[src/rtl/imem_loader.sv]
// Boot loader: assembles a big-endian byte stream into 32-bit words, writes them to
// instruction memory, checks an XOR checksum and holds the core in reset until the load verifies.
module imem_loader #(
    parameter int ADDR_W    = 12,
    parameter int MAX_WORDS = 4096
) (
    input  logic              i_clk,
    input  logic              i_rst,
    input  logic              i_start,
    input  logic              i_byteValid,
    input  logic [7:0]        i_byteData,
    output logic              o_byteReady,
    output logic              o_memWrite,
    output logic [ADDR_W-1:0] o_memAddr,
    output logic [31:0]       o_memData,
    output logic              o_cpuRst,
    output logic              o_done,
    output logic              o_error
);
    typedef enum logic [2:0] {
        S_IDLE, S_HDR_HI, S_HDR_LO, S_DATA, S_CHK, S_DONE, S_ERR
    } state_t;

    localparam logic [16:0]       LP_MAX = 17'(MAX_WORDS);
    localparam logic [ADDR_W-1:0] LP_ONE = ADDR_W'(1);

    state_t              r_state, w_next;
    logic                r_byteReady, r_memWrite, r_cpuRst, r_done, r_error;
    logic [ADDR_W-1:0]   r_memAddr, r_word_idx, r_last_idx;
    logic [31:0]         r_memData;
    logic [7:0]          r_cnt_hi, r_acc;
    logic [23:0]         r_word;
    logic [1:0]          r_byte_idx;

    logic                w_xfer, w_restart, w_word_end, w_last_word;
    logic [15:0]         w_count;
    logic                w_ready_nxt, w_cpuRst_nxt, w_done_nxt, w_error_nxt;

    assign w_xfer      = i_byteValid && r_byteReady;
    assign w_restart   = i_start && (r_state == S_IDLE || r_state == S_DONE || r_state == S_ERR);
    assign w_count     = {r_cnt_hi, i_byteData};
    assign w_word_end  = (r_byte_idx == 2'd3);
    assign w_last_word = (r_word_idx == r_last_idx);

    always_ff @(posedge i_clk) begin
        if (i_rst) begin
            r_state     <= S_IDLE;
            r_byteReady <= 1'b0;
            r_cpuRst    <= 1'b1;
            r_done      <= 1'b0;
            r_error     <= 1'b0;
        end else begin
            r_state     <= w_next;
            r_byteReady <= w_ready_nxt;
            r_cpuRst    <= w_cpuRst_nxt;
            r_done      <= w_done_nxt;
            r_error     <= w_error_nxt;
        end
    end

    always_comb begin
        w_next = r_state;
        case (r_state)
            S_IDLE, S_DONE, S_ERR: if (w_restart) w_next = S_HDR_HI;
            S_HDR_HI:              if (w_xfer) w_next = S_HDR_LO;
            S_HDR_LO: begin
                if (w_xfer) begin
                    if ({1'b0, w_count} > LP_MAX) w_next = S_ERR;
                    else if (w_count == 16'd0)    w_next = S_CHK;
                    else                          w_next = S_DATA;
                end
            end
            S_DATA:  if (w_xfer && w_word_end && w_last_word) w_next = S_CHK;
            S_CHK:   if (w_xfer) w_next = (i_byteData == r_acc) ? S_DONE : S_ERR;
            default: w_next = S_IDLE;
        endcase
    end

    // Status outputs are decoded from the next state so they register in step with it.
    always_comb begin
        w_ready_nxt  = (w_next == S_HDR_HI) || (w_next == S_HDR_LO) ||
                       (w_next == S_DATA)   || (w_next == S_CHK);
        w_done_nxt   = (w_next == S_DONE);
        w_error_nxt  = (w_next == S_ERR);
        w_cpuRst_nxt = (w_next != S_DONE);
    end

    always_ff @(posedge i_clk) begin
        if (i_rst) begin
            r_memWrite <= 1'b0;
            r_memAddr  <= '0;
            r_memData  <= '0;
            r_word_idx <= '0;
            r_last_idx <= '0;
            r_byte_idx <= '0;
            r_cnt_hi   <= '0;
            r_acc      <= '0;
            r_word     <= '0;
        end else begin
            r_memWrite <= 1'b0;
            if (w_restart) begin
                r_word_idx <= '0;
                r_byte_idx <= '0;
                r_acc      <= '0;
            end
            if (w_xfer && r_state == S_HDR_HI) r_cnt_hi <= i_byteData;
            // A count of MAX_WORDS truncates to zero here, so minus one lands on the top address.
            if (w_xfer && r_state == S_HDR_LO) r_last_idx <= w_count[ADDR_W-1:0] - LP_ONE;
            if (w_xfer && r_state == S_DATA) begin
                r_acc      <= r_acc ^ i_byteData;
                r_word     <= {r_word[15:0], i_byteData};
                r_byte_idx <= r_byte_idx + 2'd1;
                if (w_word_end) begin
                    r_memWrite <= 1'b1;
                    r_memAddr  <= r_word_idx;
                    r_memData  <= {r_word, i_byteData};
                    if (!w_last_word) r_word_idx <= r_word_idx + LP_ONE;
                end
            end
        end
    end

    assign o_byteReady = r_byteReady;
    assign o_memWrite  = r_memWrite;
    assign o_memAddr   = r_memAddr;
    assign o_memData   = r_memData;
    assign o_cpuRst    = r_cpuRst;
    assign o_done      = r_done;
    assign o_error     = r_error;
endmodule

[config.mk]
export PLATFORM = sky130hd
export DESIGN_NAME = imem_loader
export DESIGN_NICKNAME = d
export VERILOG_FILES = /design/src/rtl/imem_loader.sv
export SDC_FILE = /design/constraint.sdc
export NUM_CORES = 1
export LEC_CHECK = 0
export CORE_ASPECT_RATIO = 1.75
export CORE_UTILIZATION = 26
export DETAILED_ROUTE_END_ITERATION = 8
export GPL_TIMING_DRIVEN = 0
export HOLD_SLACK_MARGIN = 0.08
export PLACE_DENSITY = 0.44
export SLEW_MARGIN = 15
export SYNTH_ARGS = -nofsm -noshare
export SYNTH_HDL_FRONTEND = slang
export SYNTH_SLANG_ARGS = --single-unit
[constraint.sdc]
create_clock -name i_clk -period 4.97 [get_ports i_clk]
set_clock_uncertainty 0.05 [all_clocks]
set_input_delay 0.994 -clock i_clk [delete_from_list [all_inputs] [get_ports i_clk]]
set_output_delay 0.994 -clock i_clk [all_outputs]
set_load 0.05 [all_outputs]
* After elaboration in Yosys (flattened, before gate mapping)
Cells that the tools add are included.
Operators by class: add/sub/neg operators 3, $lt $le $gt $ge 1, equal/unequal tests 16, multiplexer cells 18, bitwise logic cells 2, reduce and logical (&&, ||, !) cells 18
Operators by type and width (number):
- $mux 12 | 4
- $mux 3 | 7
- $eq 3x3->1 const B | 6
- $gt 16x13->1 const B | 1
- $logic_not 16->1 | 1
- $mux 8 | 2
- $pmux 3 s5 | 1
- $add 12x1->12 const B | 1
- $eq 12x12->1 | 1
- $eq 3x2->1 const B | 4
- $sub 12x1->12 const B | 1
- $eq 8x8->1 | 1
- $xor 8x8->8 | 1
- $logic_and 1x1->1 | 7
- $eq 3x1->1 const B | 2
- $mux 2 | 3
- $logic_or 1x1->1 | 5
- $logic_not 3->1 | 1
- $ne 3x3->1 const B | 1
- $reduce_or 3->1 | 1
- $add 2x1->2 const B | 1
- $eq 2x2->1 const B | 1
- $reduce_and 2->1 | 1
- $reduce_bool 2->1 | 1
- other kinds (3) | 3
Storage, ports and cells: bits in registers 118, bits of input ports 12, output and inout port bits 49, word-level logic and storage cells 72

* Depth between registers and ports, before layout
Gate-level depths: netlist of run 1.
word-level depth 10, mapped depth 9, mapped depth without buffers 8

* Worst setup path after synthesis of run 1
No wires, ideal clock.
path type input -> register, from input port i_byteData[6], to register r_byteReady, in the netlist o_byteReady, setup time 72 ps, arrival 2675 ps, required time 4848 ps, path slack 2173 ps, stages 7, buffers on the path 1, cell sequence buf_2 -> or4_4 -> nor4_4 -> mux2i_1 -> o221ai_2 -> or2_2 -> mux2i_1
On the way: cells in the longest elaborated chain, start to end 9, elaborated cells between the ends (all ways) 16, classes of those cells order compare: 1; eq/ne: 5; mux: 6; reduce/logical: 4
Ends and longest elaborated chain:
- from (decl) | RTL line 11 | input logic [7:0] i_byteData,
- parallel branches: the longest is 4 deep, another holds $gt 16x13->1
- $pmux 3 s5 * | RTL line 63 | case (r_state)
- $eq 3x1->1 / $eq 3x2->1 (equally long branches) | RTL line 81 | w_ready_nxt = (w_next == S_HDR_HI) || (w_next == S_HDR_LO) ||
- $logic_or 1x1->1 (2 in series) | RTL line 81
- $logic_or 1x1->1 * | RTL line 82 | (w_next == S_DATA) || (w_next == S_CHK);
- to (signal assigned) | RTL line 54 | r_byteReady <= w_ready_nxt;
- to (decl) | RTL line 28 | logic r_byteReady, r_memWrite, r_cpuRst, r_done, r_error;
Mark *: on every way between the ends. A chain may end at the register's enable or synchronous reset.

* Worst setup path after layout of run 1
from input port i_byteData[4], to register r_byteReady, in the netlist o_byteReady
The elaborated chain is that of the path after synthesis.

==> results of run 1 <==
[cell usage in the layout (no fill, tap or decap), types with 8 or more instances in the layout]
cell	synthesis	routed
mux2i_1	11	11
nand3_1	8	8
clkdlybuf4s50_1	0	52
nand3b_1	10	10
clkbuf_16	0	17
nor2b_1	9	9
nand2_1	155	155
nor2_1	42	42
a211oi_1	11	11
inv_1	8	8
clkbuf_1	36	36
dfxtp_1	118	118
o21ai_0	11	11
a21oi_1	84	84
xor2_1	20	20
[flip-flops by register name, summed over array words and instances, names as in the netlist]
register     flops
r_byte_idx       2
o_error          1
o_byteReady      1
o_done           1
o_memWrite       1
o_memAddr       12
r_word          24
o_cpuRst         1
r_word_idx      12
r_last_idx      12
o_memData       32
r_state          3
r_cnt_hi         8
r_acc            8
[path summary, 6_finish.rpt]
kind              slack, ns                         end                    start  depth (start not counted)
hold reg to reg        0.40  o_memData[31]$_SDFFE_PP0P_  r_word[23]$_SDFFE_PP0P_                          2
setup / recovery       1.93      o_byteReady$_SDFF_PP0_            i_byteData[4]                          8
setup reg to reg       2.43   o_memData[6]$_SDFFE_PP0P_    r_state[0]$_SDFF_PP0_                          7
hold / removal         0.40  o_memData[31]$_SDFFE_PP0P_  r_word[23]$_SDFFE_PP0P_                          2
[routing by layer]
metal  share of wire (%)  track usage [%]  up-vias
met4                 2.6             6.79        0
li1                    -                -     2242
met1                  39             14.7     2049
met2                  56             29.7       86
met5                   0                0        -
met3                 2.6             3.10       28
[final cells by class]
type	instances	area share (%)
Buffer	46	2.83
Clock buffer	17	6.60
Clock inverter	15	3.36
Inverter	8	0.466
Multi-Input combinational cell	446	37.4
Sequential cell	118	36.6
Tap cell	238	4.62
Timing Repair Buffer	52	8.07
[power by group]
part           switching (uW)  total [uW]  internal [uW]
combinational            72.6         105           32.7
sequential               4.27         955            951
clock                     480        1330            852
[stage by stage]
stage	power (uW)	utilization (%)	worst slack [ns]	area [um^2]
2_1_floorplan	1050	-	2.17	4990
3_3_place_gp	1080	31.1	1.47	5800
3_5_place_dp	1080	31.1	1.42	5800
4_1_cts	2430	34.5	1.86	6450
5_1_grt	2480	34.5	1.68	6450
6_report	2390	34.5	1.93	6450
[logic make-up (layout without fill, tap and decap cells)]
kind of cell / Yosys count / after routing / synth area share [%]
AO/OA/AOI/OAI: 128 / 128 / 14.8
XOR/XNOR: 27 / 27 / 4.74
adder cells (fa/ha/maj): 4 / 4 / 1.00
buffers and inverters: 54 / 138 / 4.27
flip-flops: 118 / 118 / 47.4
multiplexers: 13 / 13 / 2.66
AND/OR/NAND/NOR: 274 / 274 / 25.2
[worst max-delay path, delay by kind of cell]
kind                   cells  cell delay, ns
AND/OR/NAND/NOR            3            0.66
AO/OA/AOI/OAI              2            0.75
buffers and inverters      2            0.74
multiplexers               1            0.15
==> metrics.md, run 1 <==
| Metric | Value |
|---|---|
| I/O pin total | 61 |
| Slew HR | 41.9% |
| Core area | 0.0187 mm^2 |
| Die area | 0.0198 mm^2 |
| DRC violations left | 0 |
| Multi-input logic area | 0.00241 mm^2 |
| Fillcell total | 2,010 |
| Slew Limit Fails | 0 |
| Hold_ws | 0.402 ns |
| Routed length per instance | 15.0 um |
| Ys async rst share | 0% |
| Initial antenna violation count | 0 |
| Leading area contributor after synthesis | dfxtp_1 |
| CTS root buffer | clkbuf_16 |
| CTS buffer count | 17 |
| Crit path top cell by count | nand4_1 |
| Layout cells sized above 1 | roughly 7.0% |
| Port Buf Inserts | 52 |
| Arrival time at the worst endpoint | 3.29 ns |
| NumNets Final | 705 |
| Worst Path Max Fanout | 10 |
| First-pass GRT wire length | 22.5 mm |
| Element type at the critical path start | primary input |
| Top_reg_cell synth | dfxtp_1 |
| Clock Tree Buf Depth | 2 |
| Synth area leaders | dfxtp_1 (47%), nand2_1 (12%), a21oi_1 (8.4%), xor2_1 (3.5%), nor2_1 (3.2%) |
| Syn nets | 634 |
| Clock sink count | 118 |
| CP Data Required Time | 5.22 ns |
| Chip height | 185 um |
| Worst hold path type | reg2reg |
| Placed cells | 908 |
| Post-DP HPWL | 10.7 mm |
| Max incr delay on CP | about 0.45 ns |
| RSZ-0062 raised after global routing | no |
| Number of global-route vias before repair | 4,321 |
| Final TNS setup | 0 ns |
| Syn-to-layout area delta | 29.3% |
| Syn Inst Count | 618 |
| Setup violators final | 0 |
| Max IR drop VDD | between 0.15 and 0.2 mV |
| Leak pwr | 0.00218 uW |
| Sequential Area | 0.00236 mm^2 |
| DRT iter0 DRCs | 220 |
| Critical-path top delay cell | clkdlybuf4s50_1 |
| Total global-route track usage | 15.1% |
| CTS tree | built |
| Clock slew at reported path FFs | about 0.06 ns |
| Postcts setup bufs | 0 |
| Via count | 4,405 |
| H-tree levels | 4 |
| Final non-filler cell total | between 900 and 1,000 |
| Post-synth EDFFs | 0 |
| Synth Register Bits | 118 |
| FMAX | 329 MHz |
| Yosys warns | 0 |
| Synth top cells by count | nand2_1 (155), dfxtp_1 (118), a21oi_1 (84) |
| Cell with the most instances after synthesis | nand2_1 |
| Netlist cell types | 50 |
| Routed Antenna Nets | 0 |
| Grt ovf | 0 |
| Crit-path cells | clkdlybuf4s50_1 > clkbuf_1 > nor2b_1 > a2111oi_0 > nand4_1 > a211oi_2 > nand4_1 > mux2i_1 |
| Clk Latency, worst-skew pair | 0.41 ns |
| Worst setup EP type | flip-flop |
| Synthesized area per cell | 8.07 um^2 |
| Cell Pwr Density | 371 mW/mm^2 |
| Resized Gates After CTS | 0 |
| Routed WL | 14.1 mm |
| Initial Util | 26.7% |
| Seq/Total Area, Yosys | between 40% and 50% |
| Hold Vio Cnt, Final | 0 |
| Routability cong. | between 0.8 and 0.9 |
| Mapped cell area | 0.00499 mm^2 |
| Row cnt | 66 |
| Status | complete, no violations |
| Routed vias/inst | 4.69 |
| Slew @ Worst Pin | between 0.8 and 0.9 ns |
| Maximum number of pins on one net before global-route repair | 17 |
| 1st-pass router iterations | 4 |
| Diodes inserted | 0 |
| Crit Path Class | in2reg |
| Tmin final | roughly 3.0 ns |
| Die width | about 110 um |
| Cts hold-fix bufs | 0 |
| Post-synth top area share | 47.4% |
| Max Cap Viol | 0 |
| Fin crit share | 61.2% |
No activity file was read; power rests on OpenSTA's default activity.
==> inputs of run 2 (changes only) <==
--- a/config.mk
+++ b/config.mk
@@ -10,7 +10,7 @@
 export DETAILED_ROUTE_END_ITERATION = 8
 export GPL_TIMING_DRIVEN = 0
 export HOLD_SLACK_MARGIN = 0.08
-export PLACE_DENSITY = 0.44
+export PLACE_DENSITY = 0.46
 export SLEW_MARGIN = 15
 export SYNTH_ARGS = -nofsm -noshare
 export SYNTH_HDL_FRONTEND = slang
==> constraint.sdc (replaced) <==
create_clock -name i_clk -period 2.45 [get_ports i_clk]
set_clock_uncertainty 0.05 [all_clocks]
set_input_delay 0.49 -clock i_clk [delete_from_list [all_inputs] [get_ports i_clk]]
set_output_delay 0.49 -clock i_clk [all_outputs]
set_load 0.05 [all_outputs]
==> run 2 against run 1 <==
Against the previous run:
- via count increased by 0.32%
- worst hold slack got worse by 0.072 ns
- routed wire length is 2.0% higher
- sequential power is 100% higher
- sequential share of layout area up 0.29 points
- setup slack got worse by 1.9 ns
- clock power is 74% higher
- largest power group unchanged
- register-to-register slack worse by 2.2 ns
- non-clock buffer count rose by 1
- combinational power is 110% higher
- critical path depth down 1
==> metrics.md, run 2 (synthesis results as in run 1) <==
| Metric | Value |
|---|---|
| Routability cong. | 0.835 (was 0.815) |
| DRC violations left | 0 (unchanged) |
| Max IR drop VDD | 0.318 mV (was 0.164 mV) |
| Initial Util | 26.7% (unchanged) |
| Total global-route track usage | 15.4% (was 15.1%) |
| CP Data Required Time | 2.75 ns (was 5.22 ns) |
| Leak pwr | 0.00218 uW (about the same) |
| Maximum number of pins on one net before global-route repair | 17 (unchanged) |
| Fin crit share | 97.2% |
| I/O pin total | 61 (unchanged) |
| Hold Vio Cnt, Final | 0 (unchanged) |
| Number of global-route vias before repair | 4,430 (was 4,321) |
| NumNets Final | 706 (was 705) |
| FMAX | between 400 and 500 MHz |
| Clock sink count | 118 (unchanged) |
| Crit Path Class | in2reg (unchanged) |
| Core area | 0.0187 mm^2 (unchanged) |
| Sequential Area | 0.00236 mm^2 (unchanged) |
| Hold_ws | 0.329 ns (was 0.402 ns) |
| DRT iter0 DRCs | 131 (was 220) |
| Largest register FFs | 32 (unchanged) |
| Routed length per instance | 15.3 um (was 15.0 um) |
| Cell Pwr Density | 698 mW/mm^2 (was 371 mW/mm^2) |
| Slew HR | 57.2% (was 41.9%) |
| Grt ovf | 0 (unchanged) |
| Tmin final | roughly 2.4 ns |
| Diodes inserted | 0 (unchanged) |
| Worst Path Max Fanout | 5 (was 10) |
| Die area | 0.0198 mm^2 (unchanged) |
| H-tree levels | 4 (unchanged) |
| Routed vias/inst | 4.70 (was 4.69) |
| Status | complete, no violations (unchanged) |
| Element type at the critical path start | primary input (unchanged) |
| Routed WL | 14.3 mm (was 14.1 mm) |
| CTS tree | built (unchanged) |
| Routed Antenna Nets | 0 (unchanged) |
| Die width | 107 um (unchanged) |
| Via count | 4,419 (was 4,405) |
| Row cnt | 66 (unchanged) |
| Initial antenna violation count | 0 (unchanged) |
| CTS buffer count | 17 (unchanged) |
| Worst hold path type | in2reg (was reg2reg) |
| Slew @ Worst Pin | 0.641 ns (was 0.857 ns) |
| Max Cap Viol | 0 (unchanged) |
| RSZ-0062 raised after global routing | no (unchanged) |
| CTS root buffer | clkbuf_16 (unchanged) |
| First-pass GRT wire length | 22.8 mm (was 22.5 mm) |
| Port Buf Inserts | 52 (unchanged) |
| Final non-filler cell total | 940 (unchanged) |
| Clock slew at reported path FFs | 0.05 ns (was 0.06 ns) |
| Syn-to-layout area delta | 28.3% (was 29.3%) |
| Chip height | 185 um (unchanged) |
| Commonest non-fill, non-tap cell in the layout | nand2_1 (unchanged) |
| Arrival time at the worst endpoint | 2.68 ns (was 3.29 ns) |
| Most frequent cells in the layout | nand2_1 (155), dfxtp_1 (118), a21oi_1 (83) (was nand2_1 (155), dfxtp_1 (118), a21oi_1 (84)) |
| Clk Latency, worst-skew pair | 0.42 ns (was 0.41 ns) |
| Setup violators final | 0 (unchanged) |
| Placed cells | 909 (was 908) |
| Fillcell total | 2,036 (was 2,010) |
| Layout cells sized above 1 | 8.97% (was 6.98%) |
| Slew Limit Fails | 0 (unchanged) |
| Post-DP HPWL | 10.9 mm (was 10.7 mm) |
| Multi-input logic area | 0.00243 mm^2 (was 0.00241 mm^2) |
| 1st-pass router iterations | 4 (unchanged) |
| Post-layout util | 34.3% (was 34.5%) |
| Worst setup EP type | flip-flop (unchanged) |
| Clock Tree Buf Depth | 2 (unchanged) |
run 2: cell types whose count changed in the layout (fill, tap and decap cells not counted), sizes merged:
cell and delta:
clkbuf +3, bufinv -3, clkinv +5, inv -6
clkinvlp +1
run 2: worst paths after layout:
path,end,cells past startpoint,from,slack [ns]
worst max-delay path,o_byteReady$_SDFF_PP0_,7,i_byteData[4],0.07
worst min-delay path,o_memData[5]$_SDFFE_PP0P_,3,i_byteData[5],0.33
worst max register to register,o_byteReady$_SDFF_PP0_,6,r_cnt_hi[2]$_SDFFE_PP0P_,0.19
worst min register to register,o_memAddr[0]$_SDFFE_PP0P_,2,o_memAddr[0]$_SDFFE_PP0P_,0.40
run 2: per-stage QoR:
stage	setup WS [ns]	instance area, um^2	setup TNS, ns	total power [uW]
finish	0.0675	6400	0	4470
floorplan	0.157	4990	0	2120
global placement	-0.734	5800	-33.08	2190
CTS	0.0142	6380	0	4520
detailed placement	-0.593	5810	-30.70	2200
global route	0.0126	6400	0	4620
run 2: layer usage:
metal  vias up  GRT usage [%]  part of all wire, %
met5         -              0                    0
met4         0           8.11                  3.3
met3        31           2.99                  2.3
met2        80           30.1                   57
met1      2077           14.9                   38
li1       2231              -                    -
run 2: area by class of cell:
class                           count  share of cell area, %
Buffer                             45                   2.97
Clock buffer                       19                   6.92
Clock inverter                     12                   1.68
Inverter                            8                  0.469
Multi-Input combinational cell    446                   38.0
Sequential cell                   118                   36.9
Tap cell                          238                   4.66
Timing Repair Buffer               54                   8.33
run 2: report_power, final:
part	internal [uW]	switching (uW)	leakage, uW
clock network	1410	897	0.000265
registers	1930	8.24	0.000951
logic	70.7	152	0.000964
total	3410	1060	0.00218
run 2: repair_timing:
item	4_1_cts	5_1_grt
setup endpoints to repair	17	56
gates resized for setup	5	14
pin swaps	2	2
buffers inserted	1	0
hold buffers	0	0
run 2: critical path, cell delays in order:
cell	delay [ns]
clkdlybuf4s50_1	0.42
or4_4	0.60
nor4_4	0.27
mux2i_2	0.31
o221ai_2	0.15
or2_2	0.29
mux2i_1	0.13
